[src/rtl/iiitb_usr_deser.sv]
`default_nettype none
// ============================================================================
// Module      : iiitb_usr_deser
// Description : Serial-in / parallel-out receiver. Collects WIDTH serial bits
//               (MSB-first or LSB-first, selected per frame) into a shift
//               register. Each completed word goes to a held output register
//               with a valid/ack handshake. A sticky flag records any word
//               that completes while the output register still holds an
//               unacknowledged word.
// Revision    : 1.0 - initial release
// ----------------------------------------------------------------------------
// Parameters
//   WIDTH      word width in bits (must be >= 2)
//   CNT_W      bit-counter width; 2**CNT_W must exceed WIDTH
// Ports
//   clock      in   1      system clock, all state on the rising edge
//   clear      in   1      asynchronous active-high reset
//   ser_in     in   1      serial data bit
//   ser_valid  in   1      ser_in is taken on this edge when high
//   dir        in   1      0 = MSB-first, 1 = LSB-first; latched at frame start
//   flush      in   1      synchronous; discards the partial frame
//   data_ack   in   1      consumer accepts data_out on this edge
//   data_out   out  WIDTH  last delivered word
//   data_valid out  1      data_out holds an unacknowledged word
//   busy       out  1      partial frame in progress
//   bit_cnt    out  CNT_W  bits received in the current frame
//   overrun    out  1      sticky: a completed word was dropped
// ============================================================================
module iiitb_usr_deser #(
  parameter int WIDTH = 8,
  parameter int CNT_W = 4
) (
  input  logic             clock,
  input  logic             clear,
  input  logic             ser_in,
  input  logic             ser_valid,
  input  logic             dir,
  input  logic             flush,
  input  logic             data_ack,
  output logic [WIDTH-1:0] data_out,
  output logic             data_valid,
  output logic             busy,
  output logic [CNT_W-1:0] bit_cnt,
  output logic             overrun
);

  // --------------------------------------------------------------------------
  // Constants
  // --------------------------------------------------------------------------
  localparam logic [0:0]       c_IDLE     = 1'b0;
  localparam logic [0:0]       c_RECV     = 1'b1;
  // Counter value seen before the edge that carries the final bit of a word.
  localparam logic [CNT_W-1:0] c_LAST_CNT = CNT_W'(WIDTH - 1);
  localparam logic [CNT_W-1:0] c_CNT_ONE  = CNT_W'(1);
  localparam logic [CNT_W-1:0] c_CNT_ZERO = '0;

  // --------------------------------------------------------------------------
  // State
  // --------------------------------------------------------------------------
  logic [0:0]       r_state;
  logic [0:0]       w_state_nxt;
  logic [WIDTH-1:0] r_sreg;
  logic             r_dir;
  logic [CNT_W-1:0] r_cnt;
  logic [WIDTH-1:0] r_data;
  logic             r_valid;
  logic             r_ovr;
  logic             w_busy;

  // --------------------------------------------------------------------------
  // Datapath decode
  // --------------------------------------------------------------------------
  logic             w_idle;
  logic             w_accept;
  logic             w_dir_eff;
  logic             w_last;
  logic             w_complete;
  logic             w_load;
  logic             w_drop;
  logic             w_release;
  logic [WIDTH-1:0] w_sreg_shift;

  assign w_idle   = (r_state == c_IDLE);

  // flush wins over a valid bit on the same edge, so that bit is never taken.
  assign w_accept = ser_valid & ~flush;

  // The first bit of a frame must already follow the new direction, so in
  // IDLE the live dir input is used; afterwards the latched copy rules and
  // mid-frame changes of dir have no effect.
  assign w_dir_eff = w_idle ? dir : r_dir;

  assign w_sreg_shift = w_dir_eff ? {ser_in, r_sreg[WIDTH-1:1]}
                                  : {r_sreg[WIDTH-2:0], ser_in};

  // The final bit can only arrive in RECV because WIDTH >= 2.
  assign w_last     = (r_state == c_RECV) && (r_cnt == c_LAST_CNT);
  assign w_complete = w_accept & w_last;

  // A completing word is delivered when the output slot is free or is being
  // freed on this very edge; otherwise it is dropped and flagged.
  assign w_load    = w_complete & (~r_valid | data_ack);
  assign w_drop    = w_complete &   r_valid & ~data_ack;
  assign w_release = ~w_complete & r_valid & data_ack;

  // --------------------------------------------------------------------------
  // FSM: state register
  // --------------------------------------------------------------------------
  always_ff @(posedge clock or posedge clear) begin
    if (clear) begin
      r_state <= c_IDLE;
    end else begin
      r_state <= w_state_nxt;
    end
  end

  // --------------------------------------------------------------------------
  // FSM: next-state logic
  // --------------------------------------------------------------------------
  always_comb begin
    w_state_nxt = r_state;
    case (r_state)
      c_IDLE: begin
        if (w_accept) begin
          w_state_nxt = c_RECV;
        end
      end
      c_RECV: begin
        if (flush || w_complete) begin
          w_state_nxt = c_IDLE;
        end
      end
      default: begin
        w_state_nxt = c_IDLE;
      end
    endcase
  end

  // --------------------------------------------------------------------------
  // FSM: output logic
  // --------------------------------------------------------------------------
  always_comb begin
    w_busy = 1'b0;
    case (r_state)
      c_IDLE:  w_busy = 1'b0;
      c_RECV:  w_busy = 1'b1;
      default: w_busy = 1'b0;
    endcase
  end

  // --------------------------------------------------------------------------
  // Frame collection: shift register, bit counter, latched direction
  // --------------------------------------------------------------------------
  always_ff @(posedge clock or posedge clear) begin
    if (clear) begin
      r_sreg <= '0;
      r_cnt  <= c_CNT_ZERO;
      r_dir  <= 1'b0;
    end else begin
      if (flush) begin
        r_sreg <= '0;
        r_cnt  <= c_CNT_ZERO;
      end else if (ser_valid) begin
        r_sreg <= w_sreg_shift;
        // Wrap to zero on the completing bit so the next frame can start on
        // the very next edge without an idle cycle.
        if (w_last) begin
          r_cnt <= c_CNT_ZERO;
        end else begin
          r_cnt <= r_cnt + c_CNT_ONE;
        end
        if (w_idle) begin
          r_dir <= dir;
        end
      end
    end
  end

  // --------------------------------------------------------------------------
  // Output register, handshake and overrun flag
  // --------------------------------------------------------------------------
  always_ff @(posedge clock or posedge clear) begin
    if (clear) begin
      r_data  <= '0;
      r_valid <= 1'b0;
      r_ovr   <= 1'b0;
    end else begin
      if (w_load) begin
        // Includes the bit arriving on this edge: zero-cycle delivery.
        r_data  <= w_sreg_shift;
        r_valid <= 1'b1;
      end else if (w_release) begin
        r_valid <= 1'b0;
      end
      if (w_drop) begin
        r_ovr <= 1'b1;
      end
    end
  end

  // --------------------------------------------------------------------------
  // Outputs
  // --------------------------------------------------------------------------
  assign data_out   = r_data;
  assign data_valid = r_valid;
  assign busy       = w_busy;
  assign bit_cnt    = r_cnt;
  assign overrun    = r_ovr;

endmodule
`default_nettype wire

[config.mk]
export PLATFORM = sky130hd
export DESIGN_NAME = iiitb_usr_deser
export DESIGN_NICKNAME = d
export VERILOG_FILES = /design/src/rtl/iiitb_usr_deser.sv
export SDC_FILE = /design/constraint.sdc
export NUM_CORES = 1
export LEC_CHECK = 0
export BUFFER_PORTS_ARGS = -buffer_cell sky130_fd_sc_hd__buf_2
export CAP_MARGIN = 20
export CORE_ASPECT_RATIO = 1.1
export CORE_MARGIN = 3
export CORE_UTILIZATION = 45
export CTS_BUF_LIST = sky130_fd_sc_hd__clkbuf_2 sky130_fd_sc_hd__clkbuf_4 sky130_fd_sc_hd__clkbuf_8
export CTS_CLUSTER_DIAMETER = 200
export CTS_CLUSTER_SIZE = 25
export DETAILED_ROUTE_END_ITERATION = 10
export GPL_TIMING_DRIVEN = 0
export PLACE_DENSITY_LB_ADDON = 0.3
export SLEW_MARGIN = 20
export SYNTH_ARGS = -nofsm -noshare
export SYNTH_HDL_FRONTEND = slang
export SYNTH_SLANG_ARGS = --single-unit
[constraint.sdc]
create_clock -name clock -period 2 [get_ports clock]
set_clock_uncertainty 0.1 [all_clocks]
set_input_delay 0.3 -clock clock [delete_from_list [all_inputs] [get_ports clock]]
set_output_delay 0.3 -clock clock [all_outputs]
set_load 0.02 [all_outputs]
== Yosys cells after proc, flatten, opt, wreduce, memory -nomap -nowiden ==
Cells that the tools add are included.
W data, S select, Z words.

* Add/subtract/negate cells: 1
* Equal/unequal tests: 1
* Multiplexer cells: 13
* Bitwise gates (word level): 13
* Reduce and logical (&&, ||, !) cells: 5

{| class="wikitable"
|+ Operators with widths
! operator !! count
|-
| $mux W8 || 3
|-
| $mux W4 || 3
|-
| $and A1 B1 Y1 || 7
|-
| $mux W1 || 5
|-
| $not A1 Y1 || 5
|-
| $add A4 B1 Y4 const B || 1
|-
| $eq A4 B3 Y1 const B || 1
|-
| $pmux W1 S2 || 2
|-
| $reduce_bool A2 Y1 || 2
|-
| $reduce_and A2 Y1 || 1
|-
| $logic_and A1 B1 Y1 || 1
|-
| $logic_or A1 B1 Y1 || 1
|-
| $or A1 B1 Y1 || 1
|}

* Flip-flop bits (word level): 24
* Input port bits: 7
* Output and inout bits: 15
* Logic and storage cells: 40

== Logic depth before layout (Yosys ltp) ==
* Word-level depth: 8
* Gate-level depth with buffers: 4

== Least setup slack after synthesis ==
OpenSTA, ideal clock, no wires.

* Path kind: register -> register
* From: register r_state
* To: register r_data[2], in the netlist data_out[2]
* Setup time: 125 ps
* Data arrival time: 1,656 ps
* Slack: 120 ps
* Stages on the path, launching flop included: 4
* Path buffers: 0
* Period minus slack after synthesis: 1,880 ps
* Cell sequence: dfrtp_1 mux2i_2 mux2_2 mux2_2

* Longest elaborated chain between the ends: 3
* Elaborated cells on any way between the ends: 5

{| class="wikitable"
|+ RTL lines
! item !! RTL line !! text
|-
| start: declaration || 60 || <nowiki>logic [0:0] r_state;</nowiki>
|-
| start signal: assignment || 111 || <nowiki>r_state <= c_IDLE;</nowiki>
|-
| start signal: assignment || 113 || <nowiki>r_state <= w_state_nxt;</nowiki>
|-
| $logic_and A1 B1 Y1 || 97 || <nowiki>assign w_last = (r_state == c_RECV) && (r_cnt == c_LAST_CNT);</nowiki>
|-
| $and A1 B1 Y1 || 98 || <nowiki>assign w_complete = w_accept & w_last;</nowiki>
|-
| $and A1 B1 Y1 || 102 || <nowiki>assign w_load = w_complete & (~r_valid | data_ack);</nowiki>
|-
| end signal: assignment || 190 || <nowiki>r_data <= w_sreg_shift;</nowiki>
|-
| end: declaration || 65 || <nowiki>logic [WIDTH-1:0] r_data;</nowiki>
|}

Several ways; a longest one is shown, not always the timed one.
A chain may end at the register's enable or synchronous reset.

== Worst setup path in the final report ==
* From: register r_cnt[0], in the netlist bit_cnt[0]
* To: register r_data[1], in the netlist data_out[1]

* Longest elaborated chain between the ends: 4

{| class="wikitable"
|+ RTL lines
! item !! RTL line !! text
|-
| start: declaration || 64 || <nowiki>logic [CNT_W-1:0] r_cnt;</nowiki>
|-
| start signal: assignment || 157 || <nowiki>r_cnt <= c_CNT_ZERO;</nowiki>
|-
| start signal: assignment || 162 || <nowiki>r_cnt <= c_CNT_ZERO;</nowiki>
|-
| start signal: assignment || 168 || <nowiki>r_cnt <= c_CNT_ZERO;</nowiki>
|-
| $eq A4 B3 Y1 || 97 ||
|-
| $logic_and A1 B1 Y1 || 97 ||
|-
| $and A1 B1 Y1 || 98 ||
|-
| $and A1 B1 Y1 || 102 ||
|}

No other way between the ends.

==> impl_metrics.yaml <==
global_routing:
  grt.overflow.total: 0
  grt_first_pass_wirelength_um: 3460
  grt_pass1_vias: 788
  track_usage: 0.150
  grt_start_max_net_pins: 25
  grt_antenna_before_repair: 0
worst_setup_path:
  path_class: "reg -> reg"
  cp_max_fo: 8
  worstSetupStartpoint: "bit_cnt[0]"
  endpoint: "data_out[1]"
  r2r-end: "data_out[1]"
  cp.arrival_ns: 1.95
  rr_startpoint: "bit_cnt[0]"
  reg2reg_depth: 5
  critPathCaptureType: "register"
  required_ns: 2.10
  critPathLaunchType: "register"
  worst-r2r-setup-slack_ns: 0.16
timing:
  setup_viol: 0
  min_period_over_period: 0.921
  layout_min_cycle_time_ns: 1.84
  slew_headroom: 0.411
  holdWs_ns: 0.0526
  hold_viol: 0
  layout_setup_ws_ns: 0.157
  rsz0062_at_grt: "no"
  setup_tns_ns: 0
  final_max_slew_viol_count: 0
  fmax_ghz: 0.543
  tightestPinTransition_ns: 0.882
route:
  first_pass_iters: 4
  drt-wirelength-per-cell_um: 13.5
  drc_errors: 0
  drtIter0Drc: 3
  wl_um: 2050
  vias: 795
  ant_nets: 0
  via_per_inst: 5.23
finish:
  final_cells: 152
  final_cell_area_mm2: 0.00131
  fillCellCount: 221
  layout_common_cells: "dfrtp_1 (24), buf_2 (20), nor2_1 (18)"
  final_common_cell: "dfrtp_1"
  final_util: 0.569
  multi_input_area_um2: 474
  diodes: 0
  layout-drive-gt1-share: 0.336
  syn_to_final_growth_pct: 18.5
  regArea_um2: 601
  num-nets-final: 132
logic_synthesis:
  synth-main-ff-cell: "dfrtp_1"
  async_reset_ff_frac: 1.00
  syn-num-nets: 104
  synth_cell_types: 24
  syn_inst: 96
  ys.warnings.count: 0
  synth_edf_count: 0
  ys_seq_area_frac: 0.544
  synth_top_area_share: 0.544
  syn_avg_cell_area_um2: 11.5
  synth_largest_area_cell: "dfrtp_1"
  synth_area_mm2: 0.00110
  synthTopCellsByArea: "dfrtp_1 (54%), mux2_2 (9.2%), mux2i_1 (8.2%)"
  synth-seq-cells: 24
die:
  die_height_um: 57.9
  core_area_mm2: 0.00230
  rows: 18
  start_util: 0.480
  ios: 22
  dieArea_mm2: 0.00308
  dieWidth_um: 53.2
placed_design:
  io_buffers: 20
  gp_congestion: 0.743
  placed_cells: 146
  place_ws_ns: 0.0556
  postPlaceCellArea_mm2: 0.00124
  detailed_place_hpwl_um: 1480
power:
  clock_power_share: 0.237
  leakage_nw: 0.672
  p_total_mw: 0.867
  power.density_mw_per_mm2: 663
  power.internal_mw: 0.636
  power_switching_share: 0.266
  peakVddDrop_uv: 564
  p_seq_frac: 0.613
  p_sw_mw: 0.231
  pwr-share-comb: 0.150
cts:
  hold_buffers: 0
  clock_latency_ns: 0.31
  cts.sink_count: 24
  cts_tree: "yes"
  numCtsBuffers: 3
  clk_pin_slew_worst_paths_ns: 0.12
  cts.root.buffer_cell: "clkbuf_4"
  cts-htree-levels: 1
  clockBufferDepth: 2
run_status:
  status: "finished, final reports clean"
job:
  max_cap_violations: 0
hold_path:
  hp-class: "in -> async"
[power groups by stage]
stage / Clock [mW] / Combinational, mW / Sequential, mW
after floorplan: 0 / 0.0832 / 0.547
after global placement: 0 / 0.126 / 0.537
after detailed placement: 0 / 0.129 / 0.539
after CTS: 0.212 / 0.129 / 0.530
after global routing: 0.231 / 0.146 / 0.536
final: 0.206 / 0.130 / 0.531
[Yosys cell counts, types with 2 or more instances]
cell       n
mux2i_1    9
clkbuf_1   2
mux2_2     9
inv_1      6
nand2_1    3
nand3_1    2
nand4b_1   2
dfrtp_1   24
a211oi_1   4
nor2_1    18
o21a_1     4
[worst max-delay path, stage by stage (launching register included)]
cell	delay, ns
dfrtp_1	0.43
ha_1	0.19
nand4b_1	0.24
nor3_4	0.29
buf_12	0.15
mux2_2	0.33
[sequential cells by signal (all words and copies together), names as in the netlist]
signal	cells
data_out	8
r_sreg	8
bit_cnt	4
data_valid	1
overrun	1
r_dir	1
r_state	1
[worst min-delay path by stage]
stage / from / endpoint / slack (ns) / depth (start not counted)
2_1_floorplan: clear / bit_cnt[0] / 0.21 / 1
3_3_place_gp: overrun / overrun / 0.33 / 1
3_5_place_dp: overrun / overrun / 0.34 / 1
4_1_cts: clear / data_out[7] / 0.08 / 2
5_1_grt: clear / data_out[3] / 0.10 / 2
6_report: clear / data_out[7] / 0.05 / 2
[metal layers]
metal | wire, um | GRT usage
met4 | 36 | 0.0547
met2 | 997 | 0.252
met1 | 916 | 0.194
met3 | 101 | 0.0231
met5 | 0 | 0
[final cells by class]
class                   instances  share of cell area
flip-flops and latches         24               0.459
multi-input cells              63               0.363
repair buffers                 23               0.103
well taps                      30              0.0287
clock buffers                   3              0.0172
inverters                       6              0.0172
plain buffers                   3              0.0115
[timing repair]
| action | 4_1_cts | 5_1_grt |
|---|---|---|
| resized for setup | 0 | 1 |
| buffers inserted | 0 | 3 |
| endpoints found under the setup margin | 0 | 4 |
[cell families after synthesis]
kind of cell,after synthesis,share of synthesized area
XOR/XNOR,1,0.00794
AND/OR/NAND/NOR,32,0.151
AO/OA/AOI/OAI,10,0.0658
adder cells (fa/ha/maj),1,0.0113
multiplexers,19,0.186
buffers and inverters,9,0.0340
flip-flops,24,0.544
No activity file was read; power rests on OpenSTA's default activity.
